===== src/rtl/fnd_pkg.sv =====
// Shared types and constants for the 4-digit common-anode FND scan controller.
package fnd_pkg;

  // Scan FSM: every digit slot opens dark, then drives its digit.
  typedef enum logic [0:0] {
    BLANK = 1'b0,
    DRIVE = 1'b1
  } fnd_state_e;

  // Pin-level idle values (active-low board pins).
  localparam logic [7:0] FND_DARK = 8'hFF;
  localparam logic [3:0] COM_OFF  = 4'hF;
  localparam logic [6:0] SEG_OFF  = 7'h7F;

  // Segment glyphs {g,f,e,d,c,b,a}, active-low; decimal point handled separately.
  localparam logic [6:0] GLYPH_0 = 7'h40;
  localparam logic [6:0] GLYPH_1 = 7'h79;
  localparam logic [6:0] GLYPH_2 = 7'h24;
  localparam logic [6:0] GLYPH_3 = 7'h30;
  localparam logic [6:0] GLYPH_4 = 7'h19;
  localparam logic [6:0] GLYPH_5 = 7'h12;
  localparam logic [6:0] GLYPH_6 = 7'h02;
  localparam logic [6:0] GLYPH_7 = 7'h78;
  localparam logic [6:0] GLYPH_8 = 7'h00;
  localparam logic [6:0] GLYPH_9 = 7'h10;
  localparam logic [6:0] GLYPH_A = 7'h08;
  localparam logic [6:0] GLYPH_B = 7'h03;
  localparam logic [6:0] GLYPH_C = 7'h46;
  localparam logic [6:0] GLYPH_D = 7'h21;
  localparam logic [6:0] GLYPH_E = 7'h06;
  localparam logic [6:0] GLYPH_F = 7'h0E;

  // Frame-stable copy of the display inputs.
  typedef struct packed {
    logic [15:0] bcd;
    logic [3:0]  dp;
    logic        lzb_en;
  } fnd_snap_t;

  localparam fnd_snap_t SNAP_CLEAR = '{bcd: 16'h0000, dp: 4'h0, lzb_en: 1'b0};

  // One-hot-low common select for a digit index.
  function automatic logic [3:0] com_select(input logic [1:0] idx);
    logic [3:0] com;
    case (idx)
      2'd0:    com = 4'hE;
      2'd1:    com = 4'hD;
      2'd2:    com = 4'hB;
      2'd3:    com = 4'h7;
      default: com = COM_OFF;
    endcase
    return com;
  endfunction

  // True when digit idx and every more significant digit are zero.
  // Digit 0 is never considered a leading zero.
  function automatic logic is_lead_zero(input logic [15:0] bcd, input logic [1:0] idx);
    logic lz;
    case (idx)
      2'd3:    lz = (bcd[15:12] == 4'h0);
      2'd2:    lz = (bcd[15:8] == 8'h00);
      2'd1:    lz = (bcd[15:4] == 12'h000);
      default: lz = 1'b0;
    endcase
    return lz;
  endfunction

endpackage


===== src/rtl/fnd_seg_lut.sv =====
// Combinational digit-to-segment lookup with decimal point and blanking applied.
module fnd_seg_lut
  import fnd_pkg::*;
(
  input  logic [3:0] digit_i,
  input  logic       dp_i,
  input  logic       blank_i,
  output logic [7:0] seg_o
);

  logic [6:0] glyph_s;

  // Map the 4-bit digit to its active-low glyph (hex digits included).
  always_comb begin
    glyph_s = SEG_OFF;
    case (digit_i)
      4'h0:    glyph_s = GLYPH_0;
      4'h1:    glyph_s = GLYPH_1;
      4'h2:    glyph_s = GLYPH_2;
      4'h3:    glyph_s = GLYPH_3;
      4'h4:    glyph_s = GLYPH_4;
      4'h5:    glyph_s = GLYPH_5;
      4'h6:    glyph_s = GLYPH_6;
      4'h7:    glyph_s = GLYPH_7;
      4'h8:    glyph_s = GLYPH_8;
      4'h9:    glyph_s = GLYPH_9;
      4'hA:    glyph_s = GLYPH_A;
      4'hB:    glyph_s = GLYPH_B;
      4'hC:    glyph_s = GLYPH_C;
      4'hD:    glyph_s = GLYPH_D;
      4'hE:    glyph_s = GLYPH_E;
      4'hF:    glyph_s = GLYPH_F;
      default: glyph_s = SEG_OFF;
    endcase
  end

  // Blanked digits keep their decimal point; dp is active-low on bit 7.
  always_comb begin
    seg_o = FND_DARK;
    if (blank_i) begin
      seg_o = {~dp_i, SEG_OFF};
    end else begin
      seg_o = {~dp_i, glyph_s};
    end
  end

endmodule


===== src/rtl/fnd_scan_controller.sv =====
// Time-multiplexed scan controller for a 4-digit common-anode FND.
// Each digit slot is SCAN_DIV clocks: BLANK_CYC dark clocks, then the digit is driven.
// Inputs are snapshotted once per frame so a frame never mixes old and new values.
module fnd_scan_controller
  import fnd_pkg::*;
#(
  parameter int SCAN_DIV  = 100_000,
  parameter int BLANK_CYC = 16
) (
  input  logic        clk,
  input  logic        reset,
  input  logic        en,
  input  logic [15:0] bcd_in,
  input  logic [3:0]  dp_in,
  input  logic        lzb_en,
  output logic [3:0]  fnd_com,
  output logic [7:0]  fnd_data
);

  localparam int PW = (SCAN_DIV > 1) ? $clog2(SCAN_DIV) : 1;
  localparam int BW = (BLANK_CYC > 0) ? $clog2(BLANK_CYC + 1) : 1;
  localparam logic [PW-1:0] PRESC_LAST = PW'(SCAN_DIV - 1);
  localparam logic [BW-1:0] BLANK_LAST = BW'(BLANK_CYC - 1);

  fnd_state_e     state_q,     state_d;
  logic [PW-1:0]  presc_q,     presc_d;
  logic [BW-1:0]  blank_cnt_q, blank_cnt_d;
  logic [1:0]     dig_idx_q,   dig_idx_d;
  logic           run_q,       run_d;
  fnd_snap_t      snap_q,      snap_d;
  logic [3:0]     com_q,       com_d;
  logic [7:0]     data_q,      data_d;

  logic           slot_end_s;
  logic [3:0]     digit_s;
  logic           dp_s;
  logic           blank_s;
  logic [7:0]     seg_s;

  // Select the snapshot digit for the current slot and decide leading-zero blanking.
  always_comb begin
    slot_end_s = (presc_q == PRESC_LAST);
    digit_s    = snap_q.bcd[{dig_idx_q, 2'b00} +: 4];
    dp_s       = snap_q.dp[dig_idx_q];
    blank_s    = snap_q.lzb_en & is_lead_zero(snap_q.bcd, dig_idx_q);
  end

  fnd_seg_lut u_seg_lut (
    .digit_i (digit_s),
    .dp_i    (dp_s),
    .blank_i (blank_s),
    .seg_o   (seg_s)
  );

  // Next-state logic: prescaler, slot sequencing, FSM, snapshot and pin values.
  always_comb begin
    state_d     = state_q;
    presc_d     = presc_q;
    blank_cnt_d = blank_cnt_q;
    dig_idx_d   = dig_idx_q;
    run_d       = run_q;
    snap_d      = snap_q;
    com_d       = COM_OFF;
    data_d      = FND_DARK;

    if (!en) begin
      // Disabled: hold everything at its reset value and keep the pins dark.
      state_d     = BLANK;
      presc_d     = '0;
      blank_cnt_d = '0;
      dig_idx_d   = 2'd0;
      run_d       = 1'b0;
      snap_d      = SNAP_CLEAR;
    end else begin
      run_d = 1'b1;

      // First enabled cycle after reset/disable: capture the frame inputs.
      if (!run_q) begin
        snap_d = '{bcd: bcd_in, dp: dp_in, lzb_en: lzb_en};
      end else begin
        snap_d = snap_q;
      end

      if (slot_end_s) begin
        presc_d     = '0;
        dig_idx_d   = dig_idx_q + 2'd1;
        state_d     = BLANK;
        blank_cnt_d = '0;
        // Wrapping back to digit 0 starts a new frame with fresh inputs.
        if (dig_idx_q == 2'd3) begin
          snap_d = '{bcd: bcd_in, dp: dp_in, lzb_en: lzb_en};
        end else begin
          snap_d = snap_d;
        end
      end else begin
        presc_d = presc_q + PW'(1);
        case (state_q)
          BLANK: begin
            if (blank_cnt_q == BLANK_LAST) begin
              state_d     = DRIVE;
              blank_cnt_d = '0;
            end else begin
              blank_cnt_d = blank_cnt_q + BW'(1);
            end
          end
          DRIVE: begin
            state_d = DRIVE;
          end
          default: begin
            state_d     = BLANK;
            blank_cnt_d = '0;
          end
        endcase
      end

      // Pins follow the state of this cycle, so com and data switch together.
      if (state_q == DRIVE) begin
        com_d  = com_select(dig_idx_q);
        data_d = seg_s;
      end else begin
        com_d  = COM_OFF;
        data_d = FND_DARK;
      end
    end
  end

  // State and output registers with synchronous active-high reset.
  always_ff @(posedge clk) begin
    if (reset) begin
      state_q     <= BLANK;
      presc_q     <= '0;
      blank_cnt_q <= '0;
      dig_idx_q   <= 2'd0;
      run_q       <= 1'b0;
      snap_q      <= SNAP_CLEAR;
      com_q       <= COM_OFF;
      data_q      <= FND_DARK;
    end else begin
      state_q     <= state_d;
      presc_q     <= presc_d;
      blank_cnt_q <= blank_cnt_d;
      dig_idx_q   <= dig_idx_d;
      run_q       <= run_d;
      snap_q      <= snap_d;
      com_q       <= com_d;
      data_q      <= data_d;
    end
  end

  assign fnd_com  = com_q;
  assign fnd_data = data_q;

endmodule


===== config.mk =====
export PLATFORM = sky130hd
export DESIGN_NAME = fnd_scan_controller
export DESIGN_NICKNAME = d
export VERILOG_FILES = /design/src/rtl/fnd_pkg.sv /design/src/rtl/fnd_seg_lut.sv /design/src/rtl/fnd_scan_controller.sv
export SDC_FILE = /design/constraint.sdc
export NUM_CORES = 1
export LEC_CHECK = 0
export ABC_CLOCK_PERIOD_IN_PS = 5450
export CORE_MARGIN = 2
export CORE_UTILIZATION = 60
export DETAILED_ROUTE_END_ITERATION = 6
export PLACE_DENSITY = 0.85
export SLEW_MARGIN = 15
export SYNTH_ARGS = -nofsm -noshare
export SYNTH_HDL_FRONTEND = slang
export SYNTH_HIERARCHICAL = 1
export SYNTH_SLANG_ARGS = --single-unit
export TNS_END_PERCENT = 30

===== constraint.sdc =====
create_clock -name clk -period 5.45 [get_ports clk]
set_input_delay 0.8175 -clock clk [delete_from_list [all_inputs] [get_ports clk]]
set_output_delay 0.8175 -clock clk [all_outputs]
set_load 0.01 [all_outputs]

==> results of run 1 <==
critical path: stages, from the launching register on:
cell and delay [ns]:
dfxtp_1 0.62, ha_1 0.83, a21oi_1 0.08, nor4_1 0.93
nor2_1 0.13, a31oi_1 0.20, or2_2 0.13
per-layer routing:
layer  share of wire  global-route usage  vias up
met5               0                   0        -
met4           0.025              0.1309        0
met3           0.064             0.05095       19
met2            0.46              0.3661      112
met1            0.45              0.3147     1257
li1                -                   -     1304
flip-flops by register name, summed over array words and instances, names as in the netlist:
register and count:
fnd_com 4, fnd_data 8, dig_idx_q 2, presc_q 17
state_q 1, snap_q 21, blank_cnt_q 5, run_q 1
kinds of logic after synthesis:
logic type / after synthesis / share of synthesized area
flops: 59 / 0.3787
xor+xnor: 16 / 0.04492
buf+inv: 42 / 0.07380
fa+ha+maj: 16 / 0.06418
compound gates: 62 / 0.1516
mux: 9 / 0.04894
simple gates: 129 / 0.2379
report_power, final:
group	switching [mW]	leakage (nW)	internal, mW
Clock	0.164	0.0997	0.214
Sequential	0.0117	0.479	0.440
Combinational	0.0346	0.608	0.0318
synth_stat cells, drive strengths merged, types with 8 or more instances:
| cell type | count |
|---|---|
| a32oi | 20 |
| buf | 17 |
| clkbuf | 12 |
| dfxtp | 59 |
| ha | 16 |
| inv | 13 |
| nand3 | 33 |
| nand4 | 29 |
| nor2 | 24 |
| o211ai | 16 |
| or2 | 8 |
| xor2 | 11 |
per-stage QoR:
| stage | cell area (um2) | hold slack [ns] | setup WS [ns] | power, mW |
|---|---|---|---|---|
| global route | 3580 | 0.4739 | 2.057 | 0.9258 |
| floorplan | 3119 | 0.4264 | 3.160 | 0.4989 |
| detailed placement | 3388 | 0.4587 | 2.340 | 0.5262 |
| finish | 3580 | 0.4652 | 2.466 | 0.8971 |
| global placement | 3388 | 0.4399 | 2.404 | 0.5234 |
| CTS | 3580 | 0.4685 | 2.466 | 0.8990 |
worst max path at each step:
stage                 startpoint     endpoint  slack (ns)  cells past startpoint
global route        dig_idx_q[0]  fnd_data[3]        2.06                      6
floorplan           dig_idx_q[0]  fnd_data[0]        3.16                      7
detailed placement         reset  fnd_data[3]        2.34                      5
CTS                 dig_idx_q[0]  fnd_data[3]        2.47                      6
finish              dig_idx_q[0]  fnd_data[3]        2.47                      6
global placement           reset  fnd_data[0]        2.40                      5
final cells by class:
| class | instances | area, um2 | area share |
|---|---|---|---|
| multi-input combinational | 232 | 1713 | 0.4785 |
| sequential | 59 | 1181 | 0.3300 |
| timing repair buffer | 36 | 357.8 | 0.09997 |
| clock buffer | 15 | 186.4 | 0.05208 |
| tap | 70 | 87.58 | 0.02447 |
| inverter | 13 | 48.80 | 0.01363 |
| clock inverter | 1 | 5.005 | 0.001398 |
==> out/metrics.yaml, run 1 <==
run_status:
  status: "finished clean"
placed_design:
  io_buffers: 35
  routabilityCongestion: 0.8360
  hpwl_um: 4468
  dpl.cell_count: 410
logic_synthesis:
  yosys.area.top_type: "dfxtp_1"
  syn_inst: 333
  synth_top_area_frac: 0.3787
  yosysSeqAreaShare: 0.3787
  synth_edf_count: 0
  synthArstFlopShare: 0
  synth.area.top_cells: "dfxtp_1 38%, ha_1 6.4%, nand4_1 5.8%, a32oi_1 5.6%, nand3_1 5.3%"
  ys_ff_latch: 59
  ys_warn_count: 6
  synth_cell_type_count: 47
  synth_area_mm2: 0.003119
  synth_fp_nets: 373
  avgSynthCellArea_um2: 9.367
  ys.flop_type: "dfxtp_1"
global_route:
  antenna_found_initial: 0
  grt_pass1_wl_um: 11220
  grt_max_degree: 70
  gr-total-overflow: 0
  grt_usage: 0.2385
  first_global_vias: 2456
detailed_routing:
  ant_nets: 0
  routed_wl_um: 6681
  avgViaCountPerCell: 6.319
  avgRoutedWirePerCell_um: 15.68
  vias: 2692
  drtIter0Drc: 156
  drc: 0
  drtPass1Iterations: 5
floorplan:
  core_area_mm2: 0.005075
  die_w_um: 76.10
  floorplan.initialDensity: 0.6146
  chipHeight_um: 76.10
  core.rowCount: 26
  io_pins: 36
  dieArea_mm2: 0.005791
setup_path:
  r2r_slack_ns: 2.47
  reg2reg_depth: 6
  cp_max_fo: 24
  criticalPathCategory: "reg -> reg"
  rr_endpoint: "fnd_data[3]"
  critPathLaunchType: "flop"
  crit_arrival_ns: 3.27
  timing.rr.start: "dig_idx_q[0]"
  crit_required_ns: 5.73
  cp-end-kind: "flop"
pwr:
  p_leak_nw: 1.187
  ir_worst_vdd_mv: 0.1965
  p_per_area_mw_per_mm2: 250.6
final_layout:
  layout.nets: 391
  finalNonFillerCells: 426
  final_cell_mix: "59 x dfxtp_1, 35 x clkdlybuf4s50_1, 33 x nand3_1"
  drive_above_1_share: 0.1067
  final.fill_count: 401
  layout_commonest_cell: "dfxtp_1"
  n_antenna_cell: 0
  post-route-util: 0.7054
  syn_to_final_growth_pct: 14.76
cts:
  numCtsBuffers: 9
  cts_setup_buffers: 0
  ctsLongestPathBuffers: 2
  cts_max_level: 3
  cts_resized: 0
  path_clk_slew_ns: 0.06
  cts_root_buffer: "clkbuf_8"
  clock_latency_ns: 0.34
  postCtsHoldBufs: 0
  cts_tree: "done"
  clkSinkCount: 59
sta:
  final.setup.tns_ns: 0
  fin_worst_skew_ns: 0.01025
  finalSetupViolCount: 0
  max_freq_mhz: 335.1
  slew_viol_final: 0
  slew_headroom: 0.2519
  period_share: 0.5475
  worst_pin_slew_ns: 1.112
  rsz0062_at_grt: "no"
  hold_violations: 0
  finalCriticalPeriod_ns: 2.984
worst_hold_path:
  worstHoldEndpoint: "blank_cnt_q[4]"
  hp-start: "blank_cnt_q[4]"
  worstHoldPathType: "reg -> reg"
  min_path_cells: 2
flow_run:
  cap_violations: 0
Note: power is estimated with default switching activity, not from simulation.
==> run 2, diff against run 1 <==
ABC_CLOCK_PERIOD_IN_PS = 3000   (was 5450)
CORE_UTILIZATION = 56   (was 60)
PLACE_DENSITY = 0.8   (was 0.85)
clock period = 3 ns   (was 5.45 ns; I/O delays follow)
==> run 2 against run 1 <==
  * Global-route usage fell by 1.4 points
  * Clock skew barely moved
  * First-iteration DRC count fell by 1.9%
  * Flip-flop and latch count did not move
  * Sequential power rose by 81%
  * Cell count rose by 1.4%
  * Utilization fell by 3.6 points
  * Critical path type unchanged
==> out/metrics.yaml, run 2 (synthesis gave the netlist of run 1 again) <==
global_route:
  grt_usage: 0.2241
  grt_pass1_wl_um: 10950
  antenna_found_initial: 0
  gr-total-overflow: 0
  grt_max_degree: 64
  first_global_vias: 2370
setup_path:
  reg2reg_depth: 6
  crit_arrival_ns: 2.60
  crit_required_ns: 3.23
  cp_slowest_cell: "mux4_2"
  critPathLaunchType: "flop"
  rr_endpoint: "fnd_data[0]"
  cpPeakStageDelay_ns: 0.61
  criticalPathCategory: "reg -> reg"
  cp-end-kind: "flop"
  crit_chain: "mux4_2 -> ha_1 -> nor2b_1 -> a2111oi_0 -> a21oi_1 -> or2_2"
  path_buf_inv: 0
  cp_max_fo: 6
  crit_family: "multiplexers"
  timing.rr.start: "dig_idx_q[0]"
  r2r_slack_ns: 0.63
worst_hold_path:
  hp-start: "blank_cnt_q[4]"
  worstHoldPathType: "reg -> reg"
  min_path_cells: 2
  worstHoldEndpoint: "blank_cnt_q[4]"
sta:
  worst_pin_slew_ns: 0.6991
  fin_worst_skew_ns: 0.01064
  rsz0062_at_grt: "no"
  slew_headroom: 0.5300
  max_freq_mhz: 422.3
  hold_violations: 0
  finalSetupViolCount: 0
  period_share: 0.7893
  final.setup.tns_ns: 0
  slew_viol_final: 0
  holdWs_ns: 0.4584
  finalCriticalPeriod_ns: 2.368
cts:
  path_clk_slew_ns: 0.07
  ctsLongestPathBuffers: 2
  cts_root_buffer: "clkbuf_8"
  cts_tree: "done"
  clkSinkCount: 59
  postCtsHoldBufs: 0
  clock_latency_ns: 0.34
  cts_resized: 0
  numCtsBuffers: 9
  cts_max_level: 3
  cts_setup_buffers: 0
detailed_routing:
  drtPass1Iterations: 5
  drc: 0
  ant_nets: 0
  avgViaCountPerCell: 6.150
  avgRoutedWirePerCell_um: 15.34
  routed_wl_um: 6629
  vias: 2657
  drtIter0Drc: 153
final_layout:
  layout.nets: 396
  largest_register_ff_count: 21
  n_antenna_cell: 0
  regMostFlops: "snap_q"
  syn_to_final_growth_pct: 16.73
  layout_commonest_cell: "dfxtp_1"
  final_cell_mix: "59 x dfxtp_1, 35 x clkdlybuf4s50_1, 33 x nand3_1"
  drive_above_1_share: 0.1194
floorplan:
  die_w_um: 78.63
  io_pins: 36
  chipHeight_um: 78.63
  dieArea_mm2: 0.006183
  core_area_mm2: 0.005439
  core.rowCount: 27
  floorplan.initialDensity: 0.5735
pwr:
  p_per_area_mw_per_mm2: 458.0
  ir_worst_vdd_mv: 0.2405
  p_leak_nw: 1.216
placed_design:
  hpwl_um: 4350
  routabilityCongestion: 0.8355
  io_buffers: 35
run_status:
  status: "finished clean"
flow_run:
  cap_violations: 0
==> run 2: cell types whose count changed in the layout (fill, tap and decap cells not counted), sizes merged <==
cell and delta:
buf +5, bufinv +1, clkbuf -2
==> run 2: worst max-delay path by stage <==
stage / from / to / slack (ns) / cells past startpoint
4_1_cts: dig_idx_q[0] / fnd_data[0] / 0.56 / 8
3_5_place_dp: dig_idx_q[0] / fnd_data[3] / 0.64 / 8
3_3_place_gp: dig_idx_q[0] / fnd_data[3] / 0.73 / 6
6_report: dig_idx_q[0] / fnd_data[0] / 0.63 / 6
5_1_grt: dig_idx_q[0] / fnd_data[0] / 0.50 / 6
2_1_floorplan: dig_idx_q[0] / fnd_data[0] / 0.71 / 7
==> run 2: cell type report <==
class                           instances  area, um2
Inverter                               13      48.80
Multi-Input combinational cell        232       1719
Tap cell                               72      90.09
Fill cell                             437       1798
Sequential cell                        59       1181
Clock buffer                           13      158.9
Clock inverter                          2      35.03
Timing Repair Buffer                   41      407.9
==> run 2: worst min-delay path: stages, from the launching register on <==
cell	delay, ns
dfxtp_1	0.30
inv_1	0.08
a311oi_2	0.04
==> run 2: layer usage <==
metal,global-route usage,up-vias,wire length [um]
met2,0.3265,103,2975
li1,-,1310,-
met5,0,-,0
met1,0.3143,1232,3178
met3,0.04253,12,370
met4,0.1158,0,104
==> run 2: report_power, final <==
part	switching (mW)	total [mW]	internal [mW]
Sequential	0.0167	0.817	0.800
Combinational	0.0678	0.130	0.0621
Clock	0.297	0.721	0.423
Total	0.382	1.67	1.29
==> run 2: stage by stage <==
stage               instance area, um2  utilization  std cells  power (mW)  setup slack, ns
floorplan                         3119            -        333      0.9063           0.7099
global placement                  3441       0.6326        417      0.9576           0.7316
detailed placement                3441       0.6326        417      0.9602           0.6426
CTS                               3635       0.6683        432       1.671           0.5586
global route                      3641       0.6694        432       1.731           0.4995
finish                            3641       0.6694        432       1.668           0.6320
==> patch 1: new RTL, config.mk and constraints of run 2 <==
Add an input register stage for `bcd_in`, without a reset; this delays it by one clock. The other inputs are not delayed to match.
--- a/src/rtl/fnd_scan_controller.sv
+++ b/src/rtl/fnd_scan_controller.sv
@@ -22,4 +22,10 @@
   localparam logic [PW-1:0] PRESC_LAST = PW'(SCAN_DIV - 1);
   localparam logic [BW-1:0] BLANK_LAST = BW'(BLANK_CYC - 1);
+
+  logic [15:0] bcd_q;
+
+  always_ff @(posedge clk) begin
+    bcd_q <= bcd_in;
+  end
 
   fnd_state_e     state_q,     state_d;
@@ -77,5 +83,5 @@
       // First enabled cycle after reset/disable: capture the frame inputs.
       if (!run_q) begin
-        snap_d = '{bcd: bcd_in, dp: dp_in, lzb_en: lzb_en};
+        snap_d = '{bcd: bcd_q, dp: dp_in, lzb_en: lzb_en};
       end else begin
         snap_d = snap_q;
@@ -89,5 +95,5 @@
         // Wrapping back to digit 0 starts a new frame with fresh inputs.
         if (dig_idx_q == 2'd3) begin
-          snap_d = '{bcd: bcd_in, dp: dp_in, lzb_en: lzb_en};
+          snap_d = '{bcd: bcd_q, dp: dp_in, lzb_en: lzb_en};
         end else begin
           snap_d = snap_d;
Function: same outputs for any inputs over 10 cycles, from zero or initial values and one cycle with reset high; that may be too few to reach the edited logic, so the function may still have changed.
==> patch 1 against run 2 <==
Worst setup slack worse by 0.084 ns; worst hold slack worse by 0.0039 ns; cell count up 5.1%; clock power up 29%; largest power group unchanged; total power up 27%; critical endpoint is now fnd_data[1]$_SDFF_PP1_; sequential cell count up 16; wire length up 15%; cell area up 11%; synthesized cell count up 4.2%; synthesized area up 9.3%; sequential share of layout area up 4.6 points; global-route usage up 1.9 points.
==> patch 1: results (changes against run 2) <==
[metrics] Max-Slew Margin vs Limit: 0.542 (+0.0122)
[metrics] via count: 2811 (+5.8%)
[metrics] crit-path max FO: 7 (+1)
[metrics] Placed Instances: 438 (+5.0%)
[metrics] final-layout worst hold slack: 0.454 ns (-0.00389 ns)
[metrics] area occupied by registers: 1500 µm² (+27%)
[metrics] setup slack at placement: 0.524 ns (-0.119 ns)
[metrics] Crit path max-delay family: multiplexers
[metrics] number of violations reported at the end of detailed-routing iteration 0: 194 (+27%)
[metrics] Synth Area in Adders: 0.0587 (-0.00549)
[metrics] Wirelength per Cell: 16.8 µm (+9.4%)
[metrics] drt first pass iters: 4 (-1)
[metrics] Synth cell types: 50 (+6.4%)
[metrics] most used standard cells in the synthesized netlist: dfxtp_1, nand3_1, nor2_1
[metrics] global-route wire length before repair: 12.4 mm (+13%)
[metrics] Synth Area in XOR/XNOR: 0.0385 (-0.00641)
[metrics] post-synthesis mux area share: 0.0572 (+0.00829)
[metrics] routed length on met2: 3.69 mm (+24%)
[metrics] Inserted Diodes: 0 (unchanged)
[metrics] routed length on met3: 467 µm (+26%)
[metrics] cell area after placement: 3800 µm² (+11%)
[metrics] worst clock skew: 0.00828 ns (-0.00237 ns)
[metrics] fraction of final layout cells with drive strength greater than 1: 0.127 (+0.00720)
[metrics] result of the run: finished clean
[metrics] vias per cell: 6.19 (+0.67%)
[metrics] DPL Wire Length: 5.01 mm (+15%)
[metrics] maximum number of pins on one net before global-route repair: 56 (-13%)
[metrics] compound-gate portion of the synthesized area: 0.130 (-0.0214)
[metrics] via count of the first global-routing pass: 2596 (+9.5%)
[metrics] Clock Latency Late Sink: 0.36 ns (+0.02 ns)
[metrics] Post-Synthesis Net Count: 387 (+3.8%)
[metrics] static leakage: 1.38 nW (+13%)
[metrics] Mean Syn Cell Area: 9.83 µm² (+4.9%)
[metrics] slack of the worst reg-to-reg path: 0.55 ns (-0.08 ns)
[metrics] routed length on met1: 3.31 mm (+4.0%)
[metrics] cells taking the most area after synthesis: dfxtp_1, ha_1, a32oi_1
[metrics] filler cell count: 447 (+2.3%)
[metrics] Placer Congestion: 0.914 (+9.3%)
[metrics] total routing usage reported by global routing: 0.243 (+0.0186)
[metrics] sequential cell area fraction in the yosys report: 0.440 (+0.0615)
[metrics] antenna violations before repair: 0 (unchanged)
[metrics] maximum VDD drop: 0.471 mV (+96%)
[metrics] count of nets after finishing: 414 (+4.5%)
-- patch 1: cell count changes after synthesis, sizes merged, moves of 3 or more --
cell    change
nor4        +4
nand3       +3
buf         -6
xor2        -7
xnor2       +6
nand4       -6
dfxtp      +16
a31oi       -6
clkbuf      +4
o21ai       -5
and4        -3
-- patch 1: worst min-delay path, delay by kind of cell (launching register included) --
family	cells	cell delay, ns
DFF	1	0.30
buffers and inverters	1	0.07
AOI/OAI and AO/OA	1	0.04
-- patch 1: worst paths after layout --
path,cells past startpoint,to
worst min register to register,2,blank_cnt_q[4]$_SDFFE_PP0N_
worst max-delay path,6,fnd_data[1]$_SDFF_PP1_
worst min-delay path,2,blank_cnt_q[4]$_SDFFE_PP0N_
worst max register to register,6,fnd_data[1]$_SDFF_PP1_
-- patch 1: metal layers --
layer	GRT usage	vias to the layer above
met5	0	-
met4	0.115	0
met3	0.0626	20
met2	0.381	111
met1	0.311	1325
li1	-	1355
-- patch 1: logic make-up (layout without fill, tap and decap cells) --
family	Yosys count	in the layout
adders and majority gates	16	16
xor gates and xnor gates	15	15
DFF	75	75
muxes	13	13
buffers and inverters	40	72
AOI/OAI and AO/OA	55	55
and+or+nand+nor	133	133
-- patch 1: cell type report --
type	instances	area share
inverters	13	0.0120
well taps	75	0.0232
multi-input cells	232	0.430
clock buffers	10	0.0315
repair buffers	43	0.104
clock inverters	6	0.0281
flip-flops and latches	75	0.371
-- patch 1: report_power, final --
group          internal [W]  switching, W  total [W]
combinational     0.0000654     0.0000646   0.000130
clock              0.000554      0.000379   0.000933
sequential          0.00102     0.0000256    0.00105
==> patch 2: new RTL, settings of run 2 <==
Without the edit above. Change the parameter `BLANK_CYC` from 16 to 32.
--- a/src/rtl/fnd_scan_controller.sv
+++ b/src/rtl/fnd_scan_controller.sv
@@ -6,5 +6,5 @@
 #(
   parameter int SCAN_DIV  = 100_000,
-  parameter int BLANK_CYC = 16
+  parameter int BLANK_CYC = 32
 ) (
   input  logic        clk,
Formal check against the unedited RTL: no difference found for any inputs over 10 cycles, from zero or initial values and one cycle with reset high; that may be too few to reach the edited logic, so the function may still have changed.
==> patch 2 against run 2 <==
Total power is 4.4% lower; synthesized area is 2.8% higher; cell area is 1.5% higher; wire length is 5.9% higher; highest routed layer unchanged; worst setup slack worse by 0.074 ns; sequential cell count is 1 higher; worst hold slack better by 0.015 ns; critical endpoint unchanged.
==> patch 2: results (changes against run 2) <==
[metrics] Crit path arrival time: 2.66 ns (+0.06 ns)
[metrics] clock group share of total power: 0.396 (-0.036)
[metrics] vias per cell: 6.19 (+0.62%)
[metrics] clock slew at reported path FFs: 0.06 ns
[metrics] maximum number of pins on one net before global-route repair: 60 (-6.3%)
[metrics] result of the run: finished clean
[metrics] met2 track demand over resource: 0.364 (+0.0374)
[metrics] Placer Congestion: 0.818 (-2.1%)
[metrics] max-capacitance violation count: 0 (unchanged)
[metrics] fraction of the cycle the final worst path needs: 0.814 (+0.0245)
[metrics] sequential cell area fraction in the yosys report: 0.375 (-0.00410)
[metrics] count of non-filler cells in the finished layout: 450 (+4.2%)
[metrics] filler cell count: 442 (+1.1%)
[metrics] Placed Instances: 434 (+4.1%)
[metrics] cells taking the most area after synthesis: dfxtp_1, ha_1, nand4_1
[metrics] total routing usage reported by global routing: 0.237 (+0.0126)
[metrics] Max-Slew Margin vs Limit: 0.579 (+0.0485)
[metrics] global-route wire length before repair: 11.7 mm (+6.7%)
[metrics] static leakage: 1.25 nW (+2.7%)
[metrics] Wirelength per Cell: 15.6 µm (+1.7%)
[metrics] DPL Wire Length: 4.66 mm (+7.1%)
[metrics] antenna violations before repair: 0 (unchanged)
[metrics] GR met3 Demand/Resource: 0.0747 (+0.0321)
[metrics] count of buffers inserted at the top-level ports: 35 (unchanged)
[metrics] setup slack at placement: 0.482 ns (-0.161 ns)
[metrics] Logic pwr share: 0.083 (+0.005)
[metrics] power dissipated in the clock network: 0.000632 W (-12%)
[metrics] cell area after placement: 3520 µm² (+2.3%)
[metrics] M1 GR Usage: 0.311 (-0.00311)
[metrics] aggregate negative setup slack: 0 ns (unchanged)
[metrics] routed length on met3: 316 µm (-15%)
[metrics] maximum VDD drop: 0.316 mV (+31%)
[metrics] routed length on met1: 3.25 mm (+2.1%)
[metrics] most used standard cells in the synthesized netlist: dfxtp_1, nand3_1, nand4_1
[metrics] count of nets after finishing: 413 (+4.3%)
[metrics] Clock Latency Late Sink: 0.34 ns (about the same)
[metrics] worst stage delay on the critical path: 0.62 ns
[metrics] slack of the worst reg-to-reg path: 0.56 ns (-0.07 ns)
[metrics] Post-Synthesis Net Count: 390 (+4.6%)
[metrics] sw power: 0.000400 W (+4.8%)
[metrics] Mean Syn Cell Area: 9.16 µm² (-2.2%)
[metrics] Inserted Diodes: 0 (unchanged)
[metrics] via count of the first global-routing pass: 2505 (+5.7%)
[metrics] worst clock skew: 0.00881 ns (-0.00183 ns)
[metrics] routed length on met2: 3.37 mm (+13%)
[metrics] root buffer selected by CTS: clkbuf_8
[metrics] number of violations reported at the end of detailed-routing iteration 0: 202 (+32%)
[metrics] Crit path max-delay family: multiplexers
[metrics] fraction of final layout cells with drive strength greater than 1: 0.101 (-0.0189)
[metrics] drt first pass iters: 4 (-1)
patch 2: cell count changes in the layout (fill, tap and decap cells not counted), moves of 2 or more:
cell        before  now
a31oi_1          6   10
a32oi_1         20   16
buf_4            5    7
clkinvlp_4       0    2
nand2_1          6   10
nor2_2           1    4
nor3_1           3    6
o211ai_1        16   13
or2_2            8    0
or3_1            2   15
patch 2: cell type report:
class,instances,area [µm²],area share
multi-input combinational,247,1780,0.483
sequential,60,1200,0.325
timing repair buffer,42,403,0.109
clock buffer,12,145,0.0393
tap,72,90.1,0.0244
inverter,13,48.8,0.0132
clock inverter,4,25.0,0.00677
patch 2: cells by family after synthesis:
family / share of synthesized area
buf+inv: 0.0710
xor+xnor: 0.0464
flops: 0.375
fa+ha+maj: 0.0624
compound gates: 0.132
simple gates: 0.263
mux: 0.0507
patch 2: per-stage QoR:
step / utilization / hold slack (ns)
finish: 0.671 / 0.474
global route: 0.671 / 0.523
detailed placement: 0.639 / 0.457
CTS: 0.670 / 0.473
global placement: 0.639 / 0.450
floorplan: - / 0.435
patch 2: how the worst min path moves through the flow:
stage | start | endpoint | slack (ns) | depth (start not counted)
global placement | presc_q[0]$_SDFF_PP0_ | presc_q[0]$_SDFF_PP0_ | 0.45 | 1
CTS | presc_q[0]$_SDFF_PP0_ | presc_q[0]$_SDFF_PP0_ | 0.47 | 1
floorplan | presc_q[0]$_SDFF_PP0_ | presc_q[0]$_SDFF_PP0_ | 0.44 | 1
global route | presc_q[0]$_SDFF_PP0_ | presc_q[0]$_SDFF_PP0_ | 0.52 | 1
detailed placement | presc_q[0]$_SDFF_PP0_ | presc_q[0]$_SDFF_PP0_ | 0.46 | 1
finish | presc_q[0]$_SDFF_PP0_ | presc_q[0]$_SDFF_PP0_ | 0.47 | 1
